$ cat src/rtl/riscv_core_pkg.sv
// Shared types and constants for the memory read arbiter.
//   XLEN          - data width of the read data path
//   REQ_ICACHE/REQ_DCACHE - requester index constants (bit positions in the 2-bit vectors)
//   arb_state_e   - arbiter FSM state encoding
//   req_onehot()  - converts a 1-bit requester index into a one-hot 2-bit vector
package riscv_core_pkg;

    localparam int unsigned XLEN       = 32;
    localparam int unsigned REQ_ICACHE = 0;
    localparam int unsigned REQ_DCACHE = 1;

    typedef enum logic [1:0] {
        StIdle,
        StAddr,
        StData
    } arb_state_e;

    function automatic logic [1:0] req_onehot(input logic idx);
        return idx ? 2'b10 : 2'b01;
    endfunction

endpackage

$ cat src/rtl/mem_read_arbiter_if.sv
// Bus bundle between two cache requesters, the arbiter and a downstream memory.
//   req_*  - per-requester read-address / read-data handshakes (bit 0 icache, bit 1 dcache)
//   mem_*  - single downstream read-address / read-data channel
// Modports:
//   slave  - the arbiter's view
//   master - the environment's view (requesters plus memory model)
interface mem_read_arbiter_if #(
    parameter int unsigned ADDR_WIDTH = 32
);
    import riscv_core_pkg::*;

    logic [1:0]                 req_arvalid_i;
    logic [1:0][ADDR_WIDTH-1:0] req_araddr_i;
    logic [1:0]                 req_arready_o;
    logic [1:0]                 req_rvalid_o;
    logic [XLEN-1:0]            req_rdata_o;
    logic [1:0]                 req_rready_i;

    logic                       mem_arvalid_o;
    logic                       mem_arready_i;
    logic [ADDR_WIDTH-1:0]      mem_araddr_o;
    logic                       mem_rvalid_i;
    logic [XLEN-1:0]            mem_rdata_i;
    logic                       mem_rready_o;

    modport slave (
        input  req_arvalid_i,
        input  req_araddr_i,
        output req_arready_o,
        output req_rvalid_o,
        output req_rdata_o,
        input  req_rready_i,
        output mem_arvalid_o,
        input  mem_arready_i,
        output mem_araddr_o,
        input  mem_rvalid_i,
        input  mem_rdata_i,
        output mem_rready_o
    );

    modport master (
        output req_arvalid_i,
        output req_araddr_i,
        input  req_arready_o,
        input  req_rvalid_o,
        input  req_rdata_o,
        output req_rready_i,
        input  mem_arvalid_o,
        output mem_arready_i,
        input  mem_araddr_o,
        output mem_rvalid_i,
        output mem_rdata_i,
        input  mem_rready_o
    );

endinterface

$ cat src/rtl/rr_arbiter2.sv
// Two-way round-robin pick, purely combinational.
//   req_i  - request vector (bit 0 icache, bit 1 dcache)
//   prio_i - index of the requester favoured when both request
//   gnt_o  - one-hot grant, zero when nothing requests
module rr_arbiter2
    import riscv_core_pkg::*;
(
    input  logic [1:0] req_i,
    input  logic       prio_i,
    output logic [1:0] gnt_o
);

    always_comb begin
        // A lone requester wins regardless of the pointer.
        gnt_o = req_i;
        if (req_i[REQ_ICACHE] && req_i[REQ_DCACHE]) begin
            gnt_o = req_onehot(prio_i);
        end
    end

endmodule

$ cat src/rtl/mem_read_arbiter.sv
// Arbitrates burst line reads from an icache and a dcache onto one memory read port.
// One burst is in flight at a time: IDLE picks a winner round-robin and latches its
// address, ADDR presents it downstream, DATA forwards BEATS read beats to the owner.
//   clk_i, rst_i - clock and synchronous active-high reset
//   bus          - requester and memory channels (slave modport)
//   grant_o      - one-hot current owner, zero in IDLE
//   busy_o       - high whenever a burst is in progress
module mem_read_arbiter
    import riscv_core_pkg::*;
#(
    parameter int unsigned BEATS      = 8,
    parameter int unsigned ADDR_WIDTH = 32
) (
    input  logic                clk_i,
    input  logic                rst_i,
    mem_read_arbiter_if.slave   bus,
    output logic [1:0]          grant_o,
    output logic                busy_o
);

    localparam logic [3:0] LAST_BEAT = 4'(BEATS - 1);

    arb_state_e            state_q, state_d;
    logic [1:0]            grant_q, grant_d;
    logic [ADDR_WIDTH-1:0] addr_q, addr_d;
    logic [3:0]            beat_q, beat_d;
    logic                  prio_q, prio_d;

    logic [1:0]            rr_gnt;
    logic                  owner;
    logic                  rready_sel;
    logic                  beat_fire;

    rr_arbiter2 u_rr (
        .req_i  (bus.req_arvalid_i),
        .prio_i (prio_q),
        .gnt_o  (rr_gnt)
    );

    assign owner      = grant_q[REQ_DCACHE];
    assign rready_sel = |(bus.req_rready_i & grant_q);
    assign beat_fire  = (state_q == StData) && bus.mem_rvalid_i && rready_sel;

    always_comb begin
        state_d = state_q;
        grant_d = grant_q;
        addr_d  = addr_q;
        beat_d  = beat_q;
        prio_d  = prio_q;

        bus.req_arready_o = '0;
        bus.req_rvalid_o  = '0;
        bus.req_rdata_o   = '0;
        bus.mem_arvalid_o = 1'b0;
        bus.mem_rready_o  = 1'b0;

        unique case (state_q)
            StIdle: begin
                if (|bus.req_arvalid_i) begin
                    grant_d = rr_gnt;
                    addr_d  = rr_gnt[REQ_DCACHE] ? bus.req_araddr_i[REQ_DCACHE]
                                                 : bus.req_araddr_i[REQ_ICACHE];
                    state_d = StAddr;
                end
            end

            StAddr: begin
                bus.mem_arvalid_o = 1'b1;
                bus.req_arready_o = grant_q & {2{bus.mem_arready_i}};
                if (bus.mem_arready_i) begin
                    state_d = StData;
                end
            end

            StData: begin
                bus.req_rvalid_o = grant_q & {2{bus.mem_rvalid_i}};
                bus.req_rdata_o  = bus.mem_rdata_i;
                bus.mem_rready_o = rready_sel;
                if (beat_fire) begin
                    if (beat_q == LAST_BEAT) begin
                        // Burst done: release the bus and favour the other requester.
                        state_d = StIdle;
                        beat_d  = '0;
                        grant_d = '0;
                        prio_d  = ~owner;
                    end else begin
                        beat_d = beat_q + 4'd1;
                    end
                end
            end

            default: begin
                state_d = StIdle;
                grant_d = '0;
                beat_d  = '0;
            end
        endcase
    end

    always_ff @(posedge clk_i) begin
        if (rst_i) begin
            state_q <= StIdle;
            grant_q <= '0;
            addr_q  <= '0;
            beat_q  <= '0;
            prio_q  <= 1'b0;
        end else begin
            state_q <= state_d;
            grant_q <= grant_d;
            addr_q  <= addr_d;
            beat_q  <= beat_d;
            prio_q  <= prio_d;
        end
    end

    // Address stays on the bus after the burst; only reset clears it.
    assign bus.mem_araddr_o = addr_q;
    assign grant_o          = grant_q;
    assign busy_o           = (state_q != StIdle);

    a_grant_onehot0 : assert property (@(posedge clk_i) disable iff (rst_i)
        $onehot0(grant_q));

    a_addr_stable : assert property (@(posedge clk_i) disable iff (rst_i)
        bus.mem_arvalid_o && !bus.mem_arready_i |=>
            bus.mem_arvalid_o && $stable(bus.mem_araddr_o));

endmodule
$ cat src/flat_wrapper.sv
// flat-port wrapper written by rule: the top's interface ports become plain ports
module mem_read_arbiter_flat import riscv_core_pkg::*;
#(
    parameter int unsigned BEATS      = 8,
    parameter int unsigned ADDR_WIDTH = 32
)
  (clk_i, rst_i, grant_o, busy_o, bus_req_arvalid_i, bus_req_araddr_i, bus_req_arready_o, bus_req_rvalid_o, bus_req_rdata_o, bus_req_rready_i, bus_mem_arvalid_o, bus_mem_arready_i, bus_mem_araddr_o, bus_mem_rvalid_i, bus_mem_rdata_i, bus_mem_rready_o);
  mem_read_arbiter_if #(.ADDR_WIDTH(ADDR_WIDTH)) bus_i ();
  input  logic clk_i;
  input  logic rst_i;
  output logic [1:0] grant_o;
  output logic busy_o;
  input wire logic [$bits(bus_i.req_arvalid_i)-1:0] bus_req_arvalid_i;
  input wire logic [$bits(bus_i.req_araddr_i)-1:0] bus_req_araddr_i;
  output wire logic [$bits(bus_i.req_arready_o)-1:0] bus_req_arready_o;
  output wire logic [$bits(bus_i.req_rvalid_o)-1:0] bus_req_rvalid_o;
  output wire logic [$bits(bus_i.req_rdata_o)-1:0] bus_req_rdata_o;
  input wire logic [$bits(bus_i.req_rready_i)-1:0] bus_req_rready_i;
  output wire logic [$bits(bus_i.mem_arvalid_o)-1:0] bus_mem_arvalid_o;
  input wire logic [$bits(bus_i.mem_arready_i)-1:0] bus_mem_arready_i;
  output wire logic [$bits(bus_i.mem_araddr_o)-1:0] bus_mem_araddr_o;
  input wire logic [$bits(bus_i.mem_rvalid_i)-1:0] bus_mem_rvalid_i;
  input wire logic [$bits(bus_i.mem_rdata_i)-1:0] bus_mem_rdata_i;
  output wire logic [$bits(bus_i.mem_rready_o)-1:0] bus_mem_rready_o;
  assign bus_i.req_arvalid_i = bus_req_arvalid_i;
  assign bus_i.req_araddr_i = bus_req_araddr_i;
  assign bus_req_arready_o = bus_i.req_arready_o;
  assign bus_req_rvalid_o = bus_i.req_rvalid_o;
  assign bus_req_rdata_o = bus_i.req_rdata_o;
  assign bus_i.req_rready_i = bus_req_rready_i;
  assign bus_mem_arvalid_o = bus_i.mem_arvalid_o;
  assign bus_i.mem_arready_i = bus_mem_arready_i;
  assign bus_mem_araddr_o = bus_i.mem_araddr_o;
  assign bus_i.mem_rvalid_i = bus_mem_rvalid_i;
  assign bus_i.mem_rdata_i = bus_mem_rdata_i;
  assign bus_mem_rready_o = bus_i.mem_rready_o;
  mem_read_arbiter #(.BEATS(BEATS), .ADDR_WIDTH(ADDR_WIDTH)) u_core (.clk_i(clk_i), .rst_i(rst_i), .bus(bus_i), .grant_o(grant_o), .busy_o(busy_o));
endmodule
$ cat config.mk
export PLATFORM = sky130hd
export DESIGN_NAME = mem_read_arbiter_flat
export DESIGN_NICKNAME = d
export VERILOG_FILES = /design/src/rtl/riscv_core_pkg.sv /design/src/rtl/mem_read_arbiter_if.sv /design/src/rtl/rr_arbiter2.sv /design/src/rtl/mem_read_arbiter.sv /design/src/flat_wrapper.sv
export SDC_FILE = /design/constraint.sdc
export NUM_CORES = 1
export LEC_CHECK = 0
export CAP_MARGIN = 20
export CORE_MARGIN = 3
export CORE_UTILIZATION = 35
export CTS_CLUSTER_DIAMETER = 50
export DETAILED_ROUTE_END_ITERATION = 8
export PLACE_DENSITY = 0.87
export SLEW_MARGIN = 20
export SYNTH_ARGS = -nofsm -noshare
export SYNTH_HDL_FRONTEND = slang
export SYNTH_SLANG_ARGS = --single-unit
export TNS_END_PERCENT = 100
$ cat constraint.sdc
create_clock -name clk_i -period 1.8 [get_ports clk_i]
set_clock_uncertainty 0.05 [all_clocks]
set_input_delay 0.36 -clock clk_i [delete_from_list [all_inputs] [get_ports clk_i]]
set_output_delay 0.36 -clock clk_i [all_outputs]
set_load 0.005 [all_outputs]
Word-level counts from Yosys, hierarchy flattened
Cells that the tools add are included.
Storage, ports and cells
  input port bits: 104
  output and inout port bits: 73
  logic and storage cells: 50
  bits in registers: 41
Cells by class
  reductions and logical operators: 13
  muxes and demuxes: 18
  bitwise operators: 6
  $add $sub $neg: 1
  equality and inequality tests: 7
Operators with widths (number)
  32-bit two-way mux: 2
  2-bit two-way mux: 9
  2-bit case mux with 3 select lines: 2
  4-bit two-way mux: 2
  4-bit case mux with 2 select lines: 1
  4-bit AND reduction: 2
  2-bit AND: 3
  2-bit OR reduction: 3
  4-bit by 1-bit adder with 4-bit output (second input constant): 1
  4-bit by 3-bit == test with 1-bit output (second input constant): 1
  2-bit by 1-bit inequality test with 1-bit output (second input constant): 2
  2-bit inequality test (second input constant): 2
  2-bit AND reduction: 2
  1-bit logical AND: 3
  1-bit NOT: 3
  3-bit AND reduction: 1
  2-bit by 1-bit == test with 1-bit output (second input constant): 1
  2-bit == test (second input constant): 1
  2-bit logical NOT: 1
  1-bit two-way mux: 2
  2-bit nonzero test: 1

Depth between registers and ports, before layout
  depth after elaboration: 5
  depth in mapped cells: 6
  depth with buffers taken out: 4

Cells and area by module
A second synthesis with hierarchy kept.
Unflattened totals
  cells, all modules: 256
  area, all modules: 2244.7 µm²
By module, submodules not included
  mem_read_arbiter: cells an instance 253, times used 1, seq. area each 820.8 µm², area an instance 2225.9 µm²
  rr_arbiter2: cells an instance 3, times used 1, seq. area each 0.0 µm², area an instance 18.8 µm²

Least setup slack after synthesis
No wires, ideal clock.
  kind: register -> output
  from: reg u_core.state_q[1]
  to: out bus_req_rdata_o[22]
  data arrival time: 1098 ps
  setup slack: 292 ps
  data required time: 1390 ps
  buffers on the path: 3
  cell stages (with the launch flop): 6
  path through: dfxtp_1 > buf_4 > nor2b_1 > buf_2 > clkbuf_1 > and2_1
Between the ends
  word-level cells in the longest chain between the ends: 2
Ends and longest elaborated chain
  start, declared: line mem_read_arbiter.sv:23  | arb_state_e state_q, state_d;
  start signal, assigned: line mem_read_arbiter.sv:102  | state_q <= StIdle;
  start signal, assigned: line mem_read_arbiter.sv:108  | state_q <= state_d;
  2-bit == test: line mem_read_arbiter.sv:57  | unique case (state_q)
  32-bit two-way mux: line mem_read_arbiter.sv:57
  end, declared: line flat_wrapper.sv:17  | output wire logic [$bits(bus_i.req_rdata_o)-1:0] bus_req_rdata_o;
No other way between the ends.

Final worst setup path
  from: reg u_core.state_q[1]
  to: out bus_req_rdata_o[27]
The elaborated chain is that of the path after synthesis.

==> impl_summary.md <==
Timing
The minimum period implied by the final worst setup slack is 1.88 ns. The number of pins exceeding their max-slew limit in the final report was 0. Setup total negative slack on the finished layout was measured at -0.683 ns. The highest achievable clock rate is 531 MHz. Headroom to the max-slew limit came out at 74.5%. Of the available clock period, the critical path in the final layout requires 105%. The setup-violating endpoint count in the final report is 18.

Setup repair after global routing could not meet its margin everywhere. The worst setup margin is -0.0847 ns. The slew at the pin closest to its max-slew limit is 0.373 ns. The number of hold violations in the final report is 0.

Yosys
The Yosys step of the flow raised 0 warnings. The share of flip-flops with an asynchronous set or reset after synthesis is 0%. The number of nets in the synthesized netlist is 403. Synthesis produced a netlist whose cell count is 298. The synthesized design contains 0 enable-type register cells.

The netlist area before placement is 2440 µm². For this run, the leading register cell type out of synthesis is sky130_fd_sc_hd__dfxtp_1. Averaged over all synthesized cells, the footprint is 8.18 µm².

The sequential-to-total area share from yosys stat is 33.7%. After synthesis, the netlist uses 42 different library cells. In this run, synthesis produced a sequential element count of 41.

Clock network
The number of buffers added by the clock tree synthesis step is 5. The number of clock sinks is 41. The count of hold buffers inserted by post-cts repair is 0.

In this run the number of H-tree levels came out at 2. Clock-pin slew was measured on the worst setup and hold paths at 0.08 ns. The clock passes through at most 2 buffers. The cell chosen for the clock root is sky130_fd_sc_hd__clkbuf_8.

TritonCTS built the clock tree. The clock reaches the later pin of the worst-skew pair after 0.29 ns.

Detailed routing
The routed via count is 3,221. The total length of routed wires is 10,400 µm. Dividing the detail-routed wire length by the instance count gives 18.0 µm. The first detailed-routing pass ran for 4 iterations. The final antenna-violating net count is 0. The detailed-route vias per instance is 5.59. The detailed router's first-iteration violation count is 145. After detailed routing, the number of remaining DRC violations is 0.

Power
VDD sags by at most 0.394 mV. The static leakage is 1.89 nW. In this run the power density over the cells is 605 nW/µm².

The overall power of the completed layout is 0.00289 W. The portion of total power attributed to sequential cells is 37.2%. In this run the power spent charging and discharging nets is 0.000808 W.

The share of total power dissipated in the clock network is 25.2%. The relative contribution of combinational cells to total power is 37.6%. The switching power share of the total is 28.0%. The internal power summed over all cells is 0.00208 W.

Global route
Entering global routing, the biggest net connects 35 pins. The number of antenna violations at the first check in global routing is 0. The global-route wire length before repair is 15,000 µm. The total congestion overflow is 0. The aggregate global-route resource usage is 23.8%.

The via count of the first global-routing pass is 3,185.

Floorplanning
Measured along the x axis, the die boundary spans 89.5 µm. The core area is 6530 µm². The total die area is 8000 µm². The initial core utilization is 37.3%.

In this run the core area contains 29 standard-cell rows. The die is 89.5 µm tall. The number of ports placed on the die boundary is 177.

Finish
After the last flow step, the layout net total stands at 604. The finished layout holds 576 standard cells, fillers aside. The repair_antennas step left the layout with diodes totalling 0. The post-synthesis to final-layout area growth is 96.0%. The area occupied by multi-input gates is 1510 µm². Counting the fill cells in the layout gives 464. The register cell area after layout is 830 µm². The fraction of final layout cells sized beyond drive strength 1 is 25.5%.

Worst setup path
The worst setup path is captured at a primary output. The biggest cell delay along the critical path is 0.36 ns. Counting stages on the worst path, the most repeated cell is sky130_fd_sc_hd__buf_6.

Walking the worst path, the cells encountered are nor2b_4 > buf_6 > buf_6 > buf_6 > buf_6 > and2_4 > buf_6. The type of the worst setup path is flip-flop to primary output. The data arrival time of the critical path is 1.47 ns. The worst setup path is launched from a flip-flop.

The count of buffer and inverter cells on the critical path is 5. The highest net fanout along the worst path is 5. The endpoint required time on the critical path is 1.39 ns.

The largest delay contributor family on the critical path is buffers and inverters. The library cell contributing the largest single delay on the critical path is sky130_fd_sc_hd__dfxtp_4. The register-to-register setup slack is 0.19 ns.

Placed design
The count of input and output buffers is 176. Detailed placement finished with a half-perimeter wire length of 6970 µm. The worst setup timing slack at the placement stage is -0.371 ns.

The count of placed standard cells including taps is 542. The routability congestion estimate is 0.909.

Worst hold path
The min-delay analysis places its worst path in the category flip-flop to flip-flop.

Run
The count of maximum capacitance violations is 0.

Outcome
The checks that failed: setup timing. The run finished, with violations left.
sequential cells by signal, summed over array words and instances, names as in the netlist:
name and count:
u_core.state_q 2, u_core.beat_q 4, u_core.bus.mem_araddr_o 32, u_core.prio_q 1, u_core.grant_o 2
layout by cell type, fill, tap and decap left out, types with 2 or more instances in the layout:
| cell type | Yosys | final |
|---|---|---|
| sky130_fd_sc_hd__a21oi_1 | 35 | 35 |
| sky130_fd_sc_hd__a311oi_1 | 32 | 32 |
| sky130_fd_sc_hd__a31oi_1 | 3 | 3 |
| sky130_fd_sc_hd__and2_1 | 33 | 14 |
| sky130_fd_sc_hd__and2_4 | 0 | 20 |
| sky130_fd_sc_hd__and3_1 | 2 | 2 |
| sky130_fd_sc_hd__buf_12 | 0 | 3 |
| sky130_fd_sc_hd__buf_2 | 10 | 11 |
| sky130_fd_sc_hd__buf_4 | 4 | 30 |
| sky130_fd_sc_hd__buf_6 | 0 | 38 |
| sky130_fd_sc_hd__clkbuf_2 | 1 | 4 |
| sky130_fd_sc_hd__clkbuf_8 | 0 | 5 |
| sky130_fd_sc_hd__clkdlybuf4s15_1 | 0 | 2 |
| sky130_fd_sc_hd__clkdlybuf4s50_1 | 0 | 136 |
| sky130_fd_sc_hd__dfxtp_1 | 41 | 38 |
| sky130_fd_sc_hd__dfxtp_4 | 0 | 2 |
| sky130_fd_sc_hd__dlygate4sd2_1 | 0 | 4 |
| sky130_fd_sc_hd__inv_1 | 4 | 4 |
| sky130_fd_sc_hd__nand2_1 | 5 | 5 |
| sky130_fd_sc_hd__nand2b_1 | 3 | 3 |
| sky130_fd_sc_hd__nand3_1 | 2 | 2 |
| sky130_fd_sc_hd__nand3b_1 | 32 | 32 |
| sky130_fd_sc_hd__nand4_1 | 3 | 3 |
| sky130_fd_sc_hd__nand4b_1 | 2 | 2 |
| sky130_fd_sc_hd__nor2_1 | 4 | 4 |
| sky130_fd_sc_hd__nor2b_4 | 1 | 3 |
| sky130_fd_sc_hd__o2111ai_1 | 3 | 3 |
| sky130_fd_sc_hd__o211ai_1 | 4 | 4 |
| sky130_fd_sc_hd__o21ai_0 | 31 | 31 |
| sky130_fd_sc_hd__o21ai_1 | 2 | 2 |
cell families (layout without fill, tap and decap cells):
family          Yosys count  count (layout)  synth area share (%)
fa+ha+maj                 1               1                 0.513
flops                    41              41                  33.7
buf+inv                  40             241                  7.34
compound gates          115             115                  30.5
simple gates            101             101                  27.9
cell usage after synthesis (all sizes together), types with 2 or more instances:
cell / instances / share of area (%)
dfxtp: 41 / 34
a21oi: 35 / 7.2
and2: 34 / 8.8
o21ai: 33 / 6.8
a311oi: 32 / 11
nand3b: 32 / 9.9
clkbuf: 21 / 3.3
buf: 14 / 3.3
inv: 5 / 0.77
nand2: 5 / 0.77
nor2: 5 / 1.1
o211ai: 4 / 1.2
a31oi: 3 / 0.77
and3: 3 / 0.82
nand2b: 3 / 0.77
nand4: 3 / 0.77
nor2b: 3 / 1.1
o2111ai: 3 / 1.1
and3b: 2 / 0.72
nand3: 2 / 0.41
nand4b: 2 / 0.72
nor3: 2 / 0.62
path summary, 6_finish.rpt:
path,depth (start not counted),startpoint,to
max,7,u_core.state_q[1]$_SDFFE_PP0P_,bus_req_rdata_o[27]
min,2,u_core.bus.mem_araddr_o[26]$_SDFFE_PP0P_,u_core.bus.mem_araddr_o[26]$_SDFFE_PP0P_
max reg2reg,6,u_core.state_q[0]$_SDFFE_PP0P_,u_core.bus.mem_araddr_o[3]$_SDFFE_PP0P_
min reg2reg,2,u_core.bus.mem_araddr_o[26]$_SDFFE_PP0P_,u_core.bus.mem_araddr_o[26]$_SDFFE_PP0P_
what timing repair did:
| action | in CTS | in global routing |
|---|---|---|
| setup buffers | 19 | 7 |
| cloned | 3 | 0 |
| pin swaps | 8 | 13 |
| gates resized for setup | 154 | 61 |
| endpoints found under the setup margin | 59 | 53 |
metrics by stage:
stage                     hold WS, ns  util [%]  cell area, µm²
after CTS                       0.471      70.1            4580
final                           0.464      73.1            4780
after global placement          0.450      66.5            4340
after floorplan                 0.427         -            2440
after detailed placement        0.461      66.7            4360
after global routing            0.499      73.1            4780
cell type report:
type / count / share of cell area (%)
well taps: 77 / 2.02
clock inverters: 2 / 0.733
inverters: 5 / 0.393
repair buffers: 229 / 46.5
clock buffers: 5 / 1.44
flip-flops and latches: 41 / 17.4
multi-input cells: 217 / 31.6
power groups by stage:
stage	clock network, W	registers (W)	logic, W
6_report	0.000729	0.00107	0.00109
5_1_grt	0.000777	0.00109	0.00117
4_1_cts	0.000740	0.00108	0.00102
3_5_place_dp	0	0.00109	0.000974
3_3_place_gp	0	0.00109	0.000945
2_1_floorplan	0	0.00109	0.000360
layer usage:
metal  wire (µm)  share of wire (%)  track usage, %
met4         186                1.8            5.82
met2        5320                 51            43.7
met5           0                  0               0
met1        3910                 38            27.1
met3         956                9.2            6.64
worst reg2reg max path: stages (launching register included):
cell and delay, ns:
sky130_fd_sc_hd__dfxtp_4 0.37, sky130_fd_sc_hd__buf_6 0.12, sky130_fd_sc_hd__buf_4 0.16, sky130_fd_sc_hd__nor2_4 0.08, sky130_fd_sc_hd__buf_4 0.34, sky130_fd_sc_hd__a21oi_1 0.14, sky130_fd_sc_hd__a311oi_1 0.27
Note: power is estimated with default switching activity, not from simulation.
